## src/rtl/sauria_cfg_reg2axil.sv

```systemverilog
// Cheshire regbus to SAURIA AXI4-Lite configuration bridge.
// One access at a time: window check, rebase, single AXI-Lite transfer, timeout.
module sauria_cfg_reg2axil #(
    parameter int unsigned          AddrWidth     = 48,
    parameter int unsigned          DataWidth     = 32,
    parameter int unsigned          OutAddrWidth  = 32,
    parameter logic [AddrWidth-1:0] WinBase       = 'h4000_0000,
    parameter logic [AddrWidth-1:0] WinEnd        = 'h4500_0000,
    parameter int unsigned          TimeoutCycles = 1024
) (
    input  logic                    clk_i,
    input  logic                    rst_ni,
    input  logic                    reg_valid_i,
    input  logic                    reg_write_i,
    input  logic [AddrWidth-1:0]    reg_addr_i,
    input  logic [DataWidth-1:0]    reg_wdata_i,
    input  logic [DataWidth/8-1:0]  reg_wstrb_i,
    output logic                    reg_ready_o,
    output logic [DataWidth-1:0]    reg_rdata_o,
    output logic                    reg_error_o,
    output logic [OutAddrWidth-1:0] aw_addr_o,
    output logic                    aw_valid_o,
    input  logic                    aw_ready_i,
    output logic [DataWidth-1:0]    w_data_o,
    output logic [DataWidth/8-1:0]  w_strb_o,
    output logic                    w_valid_o,
    input  logic                    w_ready_i,
    input  logic [1:0]              b_resp_i,
    input  logic                    b_valid_i,
    output logic                    b_ready_o,
    output logic [OutAddrWidth-1:0] ar_addr_o,
    output logic                    ar_valid_o,
    input  logic                    ar_ready_i,
    input  logic [DataWidth-1:0]    r_data_i,
    input  logic [1:0]              r_resp_i,
    input  logic                    r_valid_i,
    output logic                    r_ready_o,
    output logic                    busy_o
);

    localparam int unsigned CntWidth = $clog2(TimeoutCycles);

    typedef enum logic [2:0] {
        IDLE, WR_REQ, WR_RESP, RD_REQ, RD_RESP, RESP, DRAIN
    } state_e;

    state_e state, state_next;

    logic [OutAddrWidth-1:0] addr_q;
    logic [DataWidth-1:0]    wdata_q;
    logic [DataWidth/8-1:0]  wstrb_q;
    logic [DataWidth-1:0]    rdata_q;
    logic                    error_q;
    logic                    timed_out;
    logic [CntWidth-1:0]     cnt;

    // Per-channel outstanding flags; they outlive a timeout so DRAIN can finish.
    logic aw_pend, w_pend, ar_pend, b_pend, r_pend;

    logic in_window, timed_state, expired, timeout;
    logic aw_hs, w_hs, ar_hs, b_hs, r_hs, wr_done;
    logic [OutAddrWidth-1:0] offset;

    assign in_window = (reg_addr_i >= WinBase) && (reg_addr_i < WinEnd)
                       && (reg_addr_i[1:0] == 2'b00);
    assign offset    = reg_addr_i[OutAddrWidth-1:0] - WinBase[OutAddrWidth-1:0];

    assign aw_hs   = aw_pend & aw_ready_i;
    assign w_hs    = w_pend & w_ready_i;
    assign ar_hs   = ar_pend & ar_ready_i;
    assign b_hs    = b_ready_o & b_valid_i;
    assign r_hs    = r_ready_o & r_valid_i;
    assign wr_done = (~aw_pend | aw_ready_i) & (~w_pend | w_ready_i);

    assign timed_state = (state == WR_REQ) || (state == WR_RESP)
                         || (state == RD_REQ) || (state == RD_RESP);
    assign expired = (cnt == CntWidth'(TimeoutCycles - 1));
    assign timeout = expired & (((state == WR_REQ) & ~wr_done)
                              | ((state == WR_RESP) & ~b_hs)
                              | ((state == RD_REQ) & ~ar_hs)
                              | ((state == RD_RESP) & ~r_hs));

    always_ff @(posedge clk_i or negedge rst_ni) begin
        if (!rst_ni) begin
            state <= IDLE;
        end else begin
            state <= state_next;
        end
    end

    always_comb begin
        state_next = state;
        unique case (state)
            IDLE: begin
                if (reg_valid_i) begin
                    if (!in_window) state_next = RESP;
                    else if (reg_write_i) state_next = WR_REQ;
                    else state_next = RD_REQ;
                end
            end
            WR_REQ:  if (wr_done) state_next = WR_RESP;
                     else if (timeout) state_next = RESP;
            WR_RESP: if (b_hs || timeout) state_next = RESP;
            RD_REQ:  if (ar_hs) state_next = RD_RESP;
                     else if (timeout) state_next = RESP;
            RD_RESP: if (r_hs || timeout) state_next = RESP;
            RESP:    state_next = timed_out ? DRAIN : IDLE;
            DRAIN:   if (!(aw_pend || w_pend || ar_pend || b_pend || r_pend))
                         state_next = IDLE;
            default: state_next = IDLE;
        endcase
    end

    always_comb begin
        reg_ready_o = (state == RESP);
        reg_rdata_o = reg_ready_o ? rdata_q : '0;
        reg_error_o = reg_ready_o & error_q;
        busy_o      = (state != IDLE);
        aw_addr_o   = addr_q;
        ar_addr_o   = addr_q;
        w_data_o    = wdata_q;
        w_strb_o    = wstrb_q;
        aw_valid_o  = aw_pend;
        w_valid_o   = w_pend;
        ar_valid_o  = ar_pend;
        b_ready_o   = b_pend && ((state == WR_RESP) || (state == RESP)
                                 || (state == DRAIN));
        r_ready_o   = r_pend && ((state == RD_RESP) || (state == RESP)
                                 || (state == DRAIN));
    end

    always_ff @(posedge clk_i or negedge rst_ni) begin
        if (!rst_ni) begin
            addr_q    <= '0;
            wdata_q   <= '0;
            wstrb_q   <= '0;
            rdata_q   <= '0;
            error_q   <= 1'b0;
            timed_out <= 1'b0;
            cnt       <= '0;
            aw_pend   <= 1'b0;
            w_pend    <= 1'b0;
            ar_pend   <= 1'b0;
            b_pend    <= 1'b0;
            r_pend    <= 1'b0;
        end else begin
            if (aw_hs) aw_pend <= 1'b0;
            if (w_hs)  w_pend  <= 1'b0;
            if (ar_hs) ar_pend <= 1'b0;
            if (b_hs)  b_pend  <= 1'b0;
            if (r_hs)  r_pend  <= 1'b0;

            if (state_next != state) cnt <= '0;
            else if (timed_state) cnt <= cnt + CntWidth'(1);

            unique case (state)
                IDLE: begin
                    if (reg_valid_i) begin
                        addr_q    <= offset;
                        wdata_q   <= reg_wdata_i;
                        wstrb_q   <= reg_wstrb_i;
                        rdata_q   <= '0;
                        error_q   <= ~in_window;
                        timed_out <= 1'b0;
                        if (in_window && reg_write_i) begin
                            aw_pend <= 1'b1;
                            w_pend  <= 1'b1;
                            b_pend  <= 1'b1;
                        end else if (in_window) begin
                            ar_pend <= 1'b1;
                            r_pend  <= 1'b1;
                        end
                    end
                end
                WR_RESP: if (b_hs) error_q <= (b_resp_i != 2'b00);
                RD_RESP: begin
                    if (r_hs) begin
                        rdata_q <= r_data_i;
                        error_q <= (r_resp_i != 2'b00);
                    end
                end
                default: ;
            endcase

            // Late responses after a timeout are drained, never reported.
            if (timeout) begin
                error_q   <= 1'b1;
                rdata_q   <= '0;
                timed_out <= 1'b1;
            end
        end
    end

endmodule

```

## config.mk

```make
export PLATFORM = sky130hd
export DESIGN_NAME = sauria_cfg_reg2axil
export DESIGN_NICKNAME = d
export VERILOG_FILES = /design/src/rtl/sauria_cfg_reg2axil.sv
export SDC_FILE = /design/constraint.sdc
export NUM_CORES = 1
export LEC_CHECK = 0
export ABC_AREA = 1
export CAP_MARGIN = 40
export CORE_AREA = 2 2 152 154
export CTS_CLUSTER_SIZE = 12
export DETAILED_ROUTE_END_ITERATION = 10
export DIE_AREA = 0 0 154 156
export HOLD_SLACK_MARGIN = 0.06
export PLACE_DENSITY = 0.54
export SETUP_SLACK_MARGIN = 0.1
export SLEW_MARGIN = 20
export SYNTH_ARGS = -nofsm -noshare
export SYNTH_HDL_FRONTEND = slang
export SYNTH_SLANG_ARGS = --single-unit
```

## constraint.sdc

```tcl
create_clock -name clk_i -period 1.9 [get_ports clk_i]
set_input_delay 0.38 -clock clk_i [delete_from_list [all_inputs] [get_ports clk_i]]
set_output_delay 0.38 -clock clk_i [all_outputs]
set_load 0.02 [all_outputs]
```

==> impl_results.md <==
* CTS buffer count at 17
* Dpl cells at 1262
* Worst Setup End Kind: primary output
* Post-synth top cells: nand2_1 (251), dfrtp_1 (120), nor2_1 (88), inv_1 (63), nand3_1 (43)
* Synthesized area per cell at 7.99 um^2
* # diodes at 0
* Crit path kind: flip-flop to primary output
* Max Fclk at 508 MHz
* Overflow left after global routing at 0
* Final ANT Viol Nets at 0
* # Max-Cap Violations at 0
* Via count at 5558
* PnR worst setup slack at -0.0704 ns
* First-pass GRT wire length at 29300 um
* Htree depth at 4
* Period utilization at 1.04
* Finished Core Util at 0.455
* Leak pwr at 5.31 nW
* Minimum clock period at 1.97 ns
* Initial antenna violation count at 0
* DIE AREA at 24000 um^2
* Synth Instances at 713
* Detailed-route wire length at 19700 um
* Gr usage total at 0.156
* Clock Root Buffer: clkbuf_16
* CTS tree: built
* Number of synthesized flops with an enable pin at 0
* CP Cell Sequence: nand3_4 -> buf_12 -> buf_12 -> nor2_2 -> buf_6
* CTS clk-pin slew, worst paths at 0.06 ns
* Number of remaining DRC errors at 0
* Share of layout cells above drive strength 1 at 0.220
* Worst Tran Pin Value at 0.337 ns
* Unrepaired setup endpoints after global routing: true
* Data required, critical path at 1.52 ns
* Initial drt markers at 212
* Standard-cell row count at 55
* Path depth of the worst reg2reg path at 13
* CP arrival at 1.59 ns
* Core footprint at 22400 um^2
* Average wire per standard cell at 14.9 um
* Area share of the largest cell type after synthesis at 0.527
* Routability cong. at 0.797
* Share of the yosys chip area belonging to registers at 0.527
* Number of distinct library cells after synthesis at 33
* Syn Nets at 845
* Clock latency on the worst-skew pair at 0.41 ns
* DRT Pass-1 Iters at 4
* Final Non-Filler Cells at 1315
* Max_slew headroom at 0.773
* Number of fillers in the final layout at 2135
* Via/cell ratio at 4.23
* Peak VDD IR at 661 uV
* Async set-reset flop share out of synthesis at 1.00
* Top post-synthesis cells by area: dfrtp_1 (53%), nand2_1 (17%), nor2_1 (5.8%)
* CTS Sinks at 120
* Area grow syn2layout at 78.7%
* Max Slew Vio Count at 0
* Post-Syn Area at 5700 um^2
* Worst path slowest cell: dfrtp_2
* Startpoint types: flip-flop
* Post-layout net count at 1149
* Worst R2R End: error_q
* Clock buffer depth at 2
* Setup crit start: state[0]
* Flop2flop setup slack at -0.05 ns
* Initial core utilization at 0.255
* Worst hold-check path type: input pin to async pin
* Vias in the first global route at 5430
* Final setup vio count at 42
* Largest net degree at the start of global routing at 39
* Final non-filler cell area at 10200 um^2
* Ys Warns at 0
* Port Buffer Count at 268
* Final-report hold violation count at 0
* Placed Area at 8860 um^2
* Cell mode on critical path: buf_12
* DPL Wire Length at 13700 um
* R2r startpoint: state[0]
* Run status: finished, violations left
* Pwr Density at 1560 nW/um^2
* Post-synth top area cell: dfrtp_1
* Die extent in x at 154 um
* Synthesized flop and latch total at 120
* Ports at 269
* Synth Flop Type: dfrtp_1
* Multi-input gate area at 2310 um^2
* CP Max Fanout at 11
* Clock skew at 0.0117 ns
* Total area of sequential cells at 3000 um^2
* Die height at 156 um
* Violated checks: setup timing
* Most numerous cell in the Yosys netlist: nand2_1
* CP peak stage delay at 0.45 ns
worst max-delay path by stage:
stage                      endpoint  slack [ns]  depth (start not counted)
floorplan             ar_addr_o[18]        0.18                         10
global placement             cnt[2]       -0.47                         13
CTS                     rdata_q[14]       -0.06                         14
detailed placement           cnt[4]       -0.52                         13
finish              reg_rdata_o[16]       -0.07                          5
global route            rdata_q[12]       -0.16                         14
cells by family (layout without fill, tap and decap cells):
kind of cell | after synthesis | count (layout) | share of synthesized area
and+or+nand+nor | 403 | 404 | 0.289
buffers and inverters | 125 | 441 | 0.112
DFF | 120 | 120 | 0.527
AOI/OAI and AO/OA | 52 | 52 | 0.0492
xor gates and xnor gates | 9 | 9 | 0.0138
adders and majority gates | 3 | 3 | 0.00659
muxes | 1 | 1 | 0.00176
stage by stage:
stage	worst slack [ns]	setup TNS, ns	hold slack, ns	power, mW
6_report	-0.0704	-1.07	0.377	15.9
5_1_grt	-0.156	-7.70	0.384	16.9
4_1_cts	-0.0572	-0.786	0.371	15.0
3_5_place_dp	-0.525	-12.44	0.271	11.6
3_3_place_gp	-0.471	-12.02	0.272	11.6
2_1_floorplan	0.178	0	0.0844	8.46
worst max-delay path: cells and delay by family (launching register included):
family	cells	cell delay, ns
flops	1	0.45
buf+inv	3	0.46
simple gates	2	0.27
power by group:
part	total, mW	switching, mW	leakage, nW	internal (mW)
Clock	3.43	1.24	0.304	2.19
Combinational	8.28	4.64	3.46	3.64
Sequential	4.16	0.563	1.55	3.60
Total	15.9	6.44	5.31	9.42
per-layer routing:
metal / wire length (um) / up-vias / global-route usage / part of all wire
li1: - / 2789 / - / -
met1: 8460 / 2597 / 0.192 / 0.43
met2: 9920 / 144 / 0.265 / 0.50
met3: 763 / 28 / 0.0356 / 0.039
met4: 512 / 0 / 0.0605 / 0.026
met5: 0 / - / 0 / 0
timing repair:
action	CTS	global route
buffers inserted	2	10
resized for setup	262	155
gates cloned	2	6
pin swaps	6	12
endpoints found under the setup margin	123	180
hold endpoints to repair	12	0
hold buffers	1	0
layout make-up:
class | instances | share of cell area
repair buffers | 345 | 0.356
inverters | 64 | 0.0243
multi-input cells | 469 | 0.227
well taps | 285 | 0.0350
clock inverters | 12 | 0.0160
clock buffers | 20 | 0.0458
flip-flops and latches | 120 | 0.295
sequential cells by signal, indices dropped and copies added, names as in the netlist:
signal	cells
ar_addr_o	32
ar_valid_o	1
aw_valid_o	1
b_pend	1
cnt	10
error_q	1
r_pend	1
rdata_q	32
state	3
timed_out	1
w_data_o	32
w_strb_o	4
w_valid_o	1
cells in the final DEF (no fill, tap or decap), drive strengths merged:
cell type / count
dfrtp: 120
nor3: 2
bufinv: 3
nand4: 6
xnor2: 2
o22a: 1
clkbuf: 25
nor2: 93
o21a: 1
dlymetal6s2s: 43
buf: 109
mux2i: 1
dlygate4sd3: 1
xor2: 7
nand2: 255
o21ai: 45
o2111ai: 1
clkinvlp: 2
a21oi: 3
nand3: 47
a21boi: 1
nor4: 1
ha: 3
clkinv: 4
dlygate4sd2: 46
clkdlybuf4s50: 141
inv: 67
(Power assumes the default switching activity.)
